--- config.mk ---
export PLATFORM = sky130hd
export DESIGN_NAME = rc4_prga_decrypt
export DESIGN_NICKNAME = d
export VERILOG_FILES = /design/src/rtl/rc4_pkg.sv /design/src/rtl/rc4_prga_decrypt.sv
export SDC_FILE = /design/constraint.sdc
export NUM_CORES = 1
export LEC_CHECK = 0
export ABC_CLOCK_PERIOD_IN_PS = 1790
export BUFFER_PORTS_ARGS = -buffer_cell sky130_fd_sc_hd__buf_2
export CAP_MARGIN = 10
export CORE_UTILIZATION = 52
export CTS_CLUSTER_DIAMETER = 200
export DETAILED_ROUTE_END_ITERATION = 16
export HOLD_SLACK_MARGIN = 0.06
export PLACE_DENSITY = 0.77
export SYNTH_ARGS = -nofsm -noshare
export SYNTH_HDL_FRONTEND = slang
export SYNTH_SLANG_ARGS = --single-unit
--- constraint.sdc ---
create_clock -name clock -period 1.79 [get_ports clock]
set_input_delay 0.179 -clock clock [delete_from_list [all_inputs] [get_ports clock]]
set_output_delay 0.179 -clock clock [all_outputs]
set_load 0.01 [all_outputs]
--- src/rtl/rc4_pkg.sv ---
// Shared RC4 definitions: FSM state encoding, memory geometry and the
// default message length used by the key-schedule and PRGA blocks.
package rc4_pkg;

  localparam int DATA_WIDTH      = 8;
  localparam int S_DEPTH         = 256;
  localparam int MSG_LEN_DEFAULT = 32;

  typedef enum logic [3:0] {
    ST_IDLE   = 4'd0,
    ST_RD_I   = 4'd1,
    ST_WAIT_I = 4'd2,
    ST_RD_J   = 4'd3,
    ST_WAIT_J = 4'd4,
    ST_WR_I   = 4'd5,
    ST_WR_J   = 4'd6,
    ST_RD_F   = 4'd7,
    ST_WAIT_F = 4'd8,
    ST_WR_OUT = 4'd9,
    ST_DONE   = 4'd10
  } rc4_state_e;

endpackage

--- src/rtl/rc4_prga_decrypt.sv ---
// RC4 PRGA walker: generates one keystream byte per 9 cycles from the S RAM,
// XORs it with the matching ciphertext byte and stores the plaintext.
module rc4_prga_decrypt #(
  parameter int MSG_LEN        = 32,
  parameter int MSG_ADDR_WIDTH = 5,
  parameter int S_ADDR_WIDTH   = 8,
  parameter int DATA_WIDTH     = 8
) (
  input  logic                      clock,
  input  logic                      reset,
  input  logic                      start,
  output logic                      done,
  output logic [S_ADDR_WIDTH-1:0]   s_address,
  output logic [DATA_WIDTH-1:0]     s_data,
  output logic                      s_wren,
  input  logic [DATA_WIDTH-1:0]     s_q,
  output logic [MSG_ADDR_WIDTH-1:0] rom_address,
  input  logic [DATA_WIDTH-1:0]     rom_q,
  output logic [MSG_ADDR_WIDTH-1:0] dmsg_address,
  output logic [DATA_WIDTH-1:0]     dmsg_data,
  output logic                      dmsg_wren
);
  import rc4_pkg::*;

  localparam int K_WIDTH = MSG_ADDR_WIDTH + 1;
  localparam logic [K_WIDTH-1:0] K_LAST = K_WIDTH'(MSG_LEN - 1);

  rc4_state_e r_state;
  rc4_state_e w_state_next;

  logic [S_ADDR_WIDTH-1:0] r_i;
  logic [S_ADDR_WIDTH-1:0] r_j;
  logic [K_WIDTH-1:0]      r_k;
  logic [DATA_WIDTH-1:0]   r_si;
  logic [DATA_WIDTH-1:0]   r_sj;
  logic [DATA_WIDTH-1:0]   r_f;
  logic [DATA_WIDTH-1:0]   r_enc;

  // start is honoured only when the walker is parked (IDLE or DONE)
  logic w_launch;
  assign w_launch = ((r_state == ST_IDLE) || (r_state == ST_DONE)) && start;

  // State register
  always_ff @(posedge clock or posedge reset) begin
    if (reset) r_state <= ST_IDLE;
    else       r_state <= w_state_next;
  end

  // Next-state decode: fixed 9-state loop per byte, exit after the last byte
  always_comb begin
    w_state_next = r_state;
    unique case (r_state)
      ST_IDLE:   if (start) w_state_next = ST_RD_I;
      ST_RD_I:   w_state_next = ST_WAIT_I;
      ST_WAIT_I: w_state_next = ST_RD_J;
      ST_RD_J:   w_state_next = ST_WAIT_J;
      ST_WAIT_J: w_state_next = ST_WR_I;
      ST_WR_I:   w_state_next = ST_WR_J;
      ST_WR_J:   w_state_next = ST_RD_F;
      ST_RD_F:   w_state_next = ST_WAIT_F;
      ST_WAIT_F: w_state_next = ST_WR_OUT;
      ST_WR_OUT: w_state_next = (r_k == K_LAST) ? ST_DONE : ST_RD_I;
      ST_DONE:   if (start) w_state_next = ST_RD_I;
      default:   w_state_next = ST_IDLE;
    endcase
  end

  // Datapath registers: indices, captured S values and ciphertext byte
  always_ff @(posedge clock or posedge reset) begin
    if (reset) begin
      r_i   <= '0;
      r_j   <= '0;
      r_k   <= '0;
      r_si  <= '0;
      r_sj  <= '0;
      r_f   <= '0;
      r_enc <= '0;
    end else begin
      if (w_launch) begin
        r_i <= S_ADDR_WIDTH'(1);
        r_j <= '0;
        r_k <= '0;
      end
      unique case (r_state)
        ST_WAIT_I: begin
          r_si <= s_q;
          r_j  <= r_j + S_ADDR_WIDTH'(s_q);
        end
        ST_WAIT_J: r_sj <= s_q;
        ST_WAIT_F: begin
          r_f   <= s_q;
          r_enc <= rom_q;
        end
        ST_WR_OUT: begin
          r_i <= r_i + S_ADDR_WIDTH'(1);
          r_k <= r_k + K_WIDTH'(1);
        end
        default: ;
      endcase
    end
  end

  // Output decode: memory strobes are a pure function of state and registers
  always_comb begin
    done         = 1'b0;
    s_address    = '0;
    s_data       = '0;
    s_wren       = 1'b0;
    rom_address  = '0;
    dmsg_address = '0;
    dmsg_data    = '0;
    dmsg_wren    = 1'b0;
    unique case (r_state)
      ST_RD_I: s_address = r_i;
      ST_RD_J: s_address = r_j;
      // swap; when i==j both writes hit one cell and leave si (== sj) there
      ST_WR_I: begin
        s_address = r_i;
        s_data    = r_sj;
        s_wren    = 1'b1;
      end
      ST_WR_J: begin
        s_address = r_j;
        s_data    = r_si;
        s_wren    = 1'b1;
      end
      ST_RD_F: begin
        s_address   = S_ADDR_WIDTH'(r_si + r_sj);
        rom_address = r_k[MSG_ADDR_WIDTH-1:0];
      end
      ST_WR_OUT: begin
        dmsg_address = r_k[MSG_ADDR_WIDTH-1:0];
        dmsg_data    = r_f ^ r_enc;
        dmsg_wren    = 1'b1;
      end
      ST_DONE: done = 1'b1;
      default: ;
    endcase
  end

endmodule

==> summary.txt, run 1 <==
STA
  – Slew @ Worst Pin: roughly 0.39 ns
  – RSZ-0062 raised after global routing: true
  – Slew headroom: 74.0%
  – Max Fclk: slightly above 400 MHz
  – Final worst path period share: 137%
  – Setup slack after layout: -0.667 ns
  – Setup TNS: -4.60 ns
  – Clock skew: 0.0190 ns
  – Min cycle time layout: ~2.5 ns
  – # setup viols final: 24
  – Hold violation total from the final report: 0
  – Final Max Slew Viols: 0

CTS
  – Clock Sinks: 58
  – Root buf cell: clkbuf_8
  – CTS max path bufs: 2
  – CTS tree: built
  – Total CTS buffers: 9
  – Clk pin slew, worst setup/hold paths: roughly 0.07 ns
  – H-tree depth: 3
  – Clock Latency Late Sink: approximately 0.36 ns

Critical path
  – Critical path startpoint category: register
  – Crit path max-delay family: adder cells
  – CP Cell Sequence: ha_4 > fa_2 > buf_4 > buf_6 > xnor2_4 > nor2_2 > a221o_1 > buf_2
  – Critical Path End Type: output pin
  – CP max FO: 3
  – Worst Path Buf+Inv: 3
  – R2R Setup Slk: -0.03 ns
  – Crit Path Category: reg2out
  – Arr. time, crit path: about 2.3 ns
  – CP max stage delay: 0.45 ns
  – WP data required: approximately 1.6 ns
  – CP max-delay cell: dfrtp_1

Finish
  – Finished Cell Area: ~5300 um2
  – Nets@finish: around 520
  – Fraction of layout cells with a size suffix above 1: 48.8%
  – Fill cell count: about 390
  – Diode count: 0
  – Area growth, synth to finish: 46.5%
  – Register area: roughly 1500 um2
  – Area occupied by multi-input gates: approximately 2300 um2

Placed design
  – RePlAce Congestion: slightly below 0.9
  – Post-DP HPWL: between 6000 and 7000 um
  – Placed cell areas: between 4000 and 5000 um2
  – PortBufs: between 50 and 60

Global routing
  – Largest net degree at the start of global routing: just under 60
  – Total GRT Usage: between 20 and 30%
  – First-pass GRT wire length: 16200 um
  – Total global routing overflow: 0
  – Vias in the first global route: around 3.4k
  – Antenna violations before repair: 0

Synthesis
  – Register area share after synthesis: 40.1%
  – YS warnings: 0
  – Number of flops mapped to enable cells by yosys: 0
  – Commonest cells in the netlist: dfrtp_1 (58), nor2_1 (31), o21ai_0 (24)
  – Synth async-reset ratio: 100%
  – Unique masters post-synth: 51
  – Syn nets: slightly below 400
  – FF+latch count, synth: just under 60
  – Most frequent cell after synthesis: dfrtp_1
  – Cell area after synthesis: around 3600 um2
  – Synth Flop Type: dfrtp_1
  – Syn avg cell area: just over 10 um2
  – Ranking of synthesized cells by area: dfrtp_1 (40%), mux2_2 (6.9%), ha_1 (5.5%), mux2_4 (4.2%), xnor2_1 (3.9%)
  – Synthesized instance count: 349
  – Area leader, netlist: dfrtp_1
  – Post-synth top area share: about two fifths

Power and ir drop
  – Pwr/cell area: 1910 nW/um2
  – Peak VDD IR: 1.41 mV
  – Leakage power: 0.00250 uW

Route
  – Routed vias: ~3.4k
  – Post-route DRC: 0
  – Wire per inst: slightly above 20 um
  – Via-per-instance ratio: 6.04
  – 1st-iter DRT viols: about 310
  – Drt first pass iters: 9
  – Final wirelength: between 10000 and 15000 um
  – ANT nets after route: 0

Floorplan
  – Die H: around 85 um
  – Core Region: just under 7000 um2
  – Die area: roughly 7300 um2
  – Core Rows: 30
  – Die X: about 85 um
  – I/O pins: 56
  – Starting density of the core: around 54%

Worst hold path
  – Hold Path Class: in2reg

Outcome
  – Failing checks: negative setup slack
  – Outcome: finished, violations left

Run
  – Max_cap viols: 0
[metrics by stage]
stage                     std cells  hold slack, ns  total power, uW  util, %  setup slack, ns
after global routing            570          0.0639            10600     78.4           -0.711
final                           570          0.0715            10100     78.4           -0.667
after detailed placement        521           0.265             7060     64.0           -0.268
after global placement          521           0.261             6830     64.0           -0.190
after floorplan                 349           0.303             5350        -          -0.0182
after CTS                       560          0.0608             9090     73.1           -0.541
[power by group]
group          leakage, uW  total [uW]  internal (uW)  switching [uW]
clock             0.000121        1540            967             573
combinational      0.00165        6180           3150            3020
sequential        0.000728        2400           1850             557
[placed cells by master (no fill, tap or decap), drive strengths merged, types with 7 or more instances in the layout]
cell and n:
mux2 32, buf 131, dlygate4sd3 8, nor2 34
inv 8, dfrtp 58, a21oi 10, and2 13
clkbuf 12, a22oi 14, xnor2 16, xor2 7
nand2 16, nand3 16, ha 16, nor3 7
o21ai 24
[cell families after synthesis]
group,Yosys count,synth area share (%)
AO/OA/AOI/OAI,79,14.6
XOR/XNOR,23,5.57
adder cells (fa/ha/maj),18,6.64
buffers and inverters,23,3.60
flip-flops,58,40.1
multiplexers,37,12.4
AND/OR/NAND/NOR,111,17.1
[layer usage]
metal,track usage (%),vias up,share of wire [%]
met5,0,-,0
met4,20.9,0,5.6
met3,6.71,61,6.8
met2,49.7,190,50
met1,33.6,1670,38
li1,-,1522,-
[repair_timing]
| item | in CTS | in global routing |
|---|---|---|
| setup buffers | 14 | 8 |
| pin swaps | 22 | 45 |
| hold buffers | 8 | 0 |
| resized for setup | 41 | 61 |
| setup endpoints to repair | 39 | 39 |
| endpoints found under the hold margin | 65 | 0 |
| cloned | 1 | 2 |
[sequential cells by signal (all words and copies together), names as in the netlist]
| signal | flops |
|---|---|
| r_f | 8 |
| r_sj | 8 |
| r_i | 8 |
| r_k | 6 |
| r_si | 8 |
| r_enc | 8 |
| r_state | 4 |
| r_j | 8 |
[path summary, 6_finish.rpt]
check / startpoint / end / cells past startpoint
max: r_sj[0] / s_address[2] / 8
min: rom_q[5] / r_enc[5] / 2
max reg2reg: r_j[0] / r_j[4] / 7
min reg2reg: r_f[4] / r_f[4] / 1
max in group asynchronous: reset / r_f[5] / 4
min in group asynchronous: reset / r_enc[1] / 4
[layout make-up]
cell class | count | area share [%]
Inverter | 8 | 0.803
Timing Repair Buffer | 139 | 21.3
Sequential cell | 58 | 27.4
Clock buffer | 12 | 2.74
Clock inverter | 4 | 1.87
Multi-Input combinational cell | 268 | 43.8
Timing Repair inverter | 1 | 0.165
Tap cell | 80 | 1.89
No activity file was read; power rests on OpenSTA's default activity.
==> run 2, diff against run 1 <==
--- a/config.mk
+++ b/config.mk
@@ -16,3 +16,4 @@
 export SYNTH_ARGS = -nofsm -noshare
 export SYNTH_HDL_FRONTEND = slang
 export SYNTH_SLANG_ARGS = --single-unit
+export TNS_END_PERCENT = 1
==> run 2 against run 1 <==
  * Flip-flop and latch count unchanged
  * Global-route usage down 2.4 points
  * Register-to-register slack worse by 0.02 ns
  * Via count down 8.4%
  * Final area down 12%
  * Setup slack better by 0.15 ns
  * Non-clock buffer count down 28
  * Clock skew down 0.0089 ns
  * Sequential power down 2%
  * Maximum frequency up 6.4%
  * The run still ends with negative setup slack left
  * Largest power group unchanged
  * First-iteration DRC count down 43%
==> summary.txt, run 2 (synthesized netlist as in run 1, its figures left out) <==
Critical path
  – Crit path max-delay family: adder cells
  – Critical Path End Type: output pin
  – R2R Setup Slk: -0.05 ns
  – Worst reg2reg path depth: 6
  – WP data required: around 1.6 ns
  – CP max stage delay: approximately 0.42 ns
  – Worst Path Buf+Inv: 1
  – Crit path depth: 8
  – CP Cell Sequence: ha_4 > fa_2 > a21o_1 > a21oi_2 > o21bai_1 > mux2i_1 > nand3_1 > buf_2
  – Crit Path Category: reg2out
  – Reg2reg end: r_j[7]
  – Worst setup path end: s_address[6]
  – Origin of the critical flop-to-flop path: r_j[1]
  – Critical path origin: r_sj[0]
  – CP max FO: 3
  – Arr. time, crit path: 2.13 ns
  – Critical path startpoint category: register
  – CP max-delay cell: dfrtp_1

STA
  – Slew headroom: between 50 and 60%
  – # setup viols final: 15
  – Final worst path period share: 129%
  – Slew @ Worst Pin: just over 0.6 ns
  – Hold violation total from the final report: 0
  – Setup TNS: -3.74 ns
  – Final Max Slew Viols: 0
  – Min cycle time layout: roughly 2.3 ns
  – RSZ-0062 raised after global routing: true
  – Clock skew: between 0.01 and 0.015 ns
  – Setup slack after layout: -0.520 ns
  – Max Fclk: roughly 430 MHz

Floorplan
  – Core Rows: 30
  – Starting density of the core: between 50% and 60%
  – Die area: approximately 7300 um2
  – Core Region: between 6000 and 7000 um2
  – I/O pins: 56
  – Die X: 85.4 um
  – Die H: 85.4 um

Route
  – Routed vias: roughly 3.2k
  – Via-per-instance ratio: approximately 6
  – Final wirelength: between 9000 and 10000 um
  – Drt first pass iters: 4
  – 1st-iter DRT viols: 177
  – ANT nets after route: 0
  – Wire per inst: roughly 17 um
  – Post-route DRC: 0

Placed design
  – RePlAce Congestion: approximately 0.9
  – Inst Count DP: just over 500
  – Post-DP HPWL: a little under 7000 um
  – PortBufs: 55

CTS
  – Root buf cell: clkbuf_8
  – Clock Sinks: 58
  – CTS tree: built
  – H-tree depth: 3
  – Clk pin slew, worst setup/hold paths: 0.07 ns
  – Total CTS buffers: 9
  – Clock Latency Late Sink: roughly 0.35 ns
  – CTS max path bufs: 2

Power and ir drop
  – Leakage power: between 0.002 and 0.0025 uW
  – Peak VDD IR: between 1 and 1.5 mV
  – Pwr/cell area: about 1800 nW/um2

Outcome
  – Outcome: finished, violations left
  – Failing checks: negative setup slack

Finish
  – Fill cell count: between 400 and 500
  – Nets@finish: 493
  – Register area: approximately 1500 um2
  – Fraction of layout cells with a size suffix above 1: just under 40%
  – Area growth, synth to finish: 29.6%
  – Final std cells w/o fill: 541
  – Most frequent cells in the layout: buf_2 (55), dfrtp_1 (55), buf_4 (39), nor2_1 (31), mux2_2 (22)
  – Diode count: 0
  – Area occupied by multi-input gates: about 2100 um2

Global routing
  – Largest net degree at the start of global routing: 33
  – Total global routing overflow: 0
  – Antenna violations before repair: 0
  – Vias in the first global route: 3213
  – Total GRT Usage: between 20% and 30%
  – First-pass GRT wire length: between 15000 and 20000 um

Worst hold path
  – Hold Path Class: in2reg

Run
  – Max_cap viols: 0
## run 2: per-layer routing
metal,global-route usage (%),up-vias,wire (um)
met2,48.2,97,4780
met3,5.35,22,376
met5,0,-,0
li1,-,1467,-
met1,32.5,1569,4060
met4,11.4,0,231
## run 2: cell type report
type / instances / area share (%)
multi-input combinational: 268 / 45.8
tap: 80 / 2.14
clock inverter: 5 / 0.641
inverter: 8 / 0.748
timing repair buffer: 111 / 16.6
clock buffer: 11 / 3.02
sequential: 58 / 31.1
## run 2: per-stage QoR
stage,hold WS [ns],power (uW),cell area (um2),utilization (%),setup WS (ns)
2_1_floorplan,0.303,5330,3620,-,-0.0182
3_3_place_gp,0.142,6680,4270,63.1,-0.221
3_5_place_dp,0.155,6880,4270,63.1,-0.233
4_1_cts,0.0707,8270,4630,68.5,-0.521
5_1_grt,0.0773,9020,4690,69.4,-0.641
6_report,0.0757,8490,4690,69.4,-0.520
## run 2: report_power, final
part / switching [uW] / leakage (uW) / total, uW / internal (uW)
combinational: 2480 / 0.00144 / 5050 / 2570
sequential: 512 / 0.000727 / 2360 / 1850
clock: 552 / 0.0000851 / 1080 / 532
## run 2: timing repair
item	in CTS	in global routing
hold buffers	8	0
endpoints found under the setup margin	38	38
hold endpoints to repair	19	0
pin swaps	12	3
gates resized for setup	25	9
buffers inserted	2	2
## run 2: worst min-delay path by stage
| stage | slack (ns) | endpoint | from | depth (start not counted) |
|---|---|---|---|---|
| after global placement | 0.14 | r_enc[0] | reset | 2 |
| after detailed placement | 0.16 | r_enc[0] | reset | 2 |
| after global routing | 0.08 | r_enc[6] | rom_q[6] | 2 |
| after CTS | 0.07 | r_enc[6] | rom_q[6] | 2 |
| final | 0.08 | r_enc[6] | rom_q[6] | 2 |
| after floorplan | 0.30 | r_j[7] | s_q[7] | 1 |
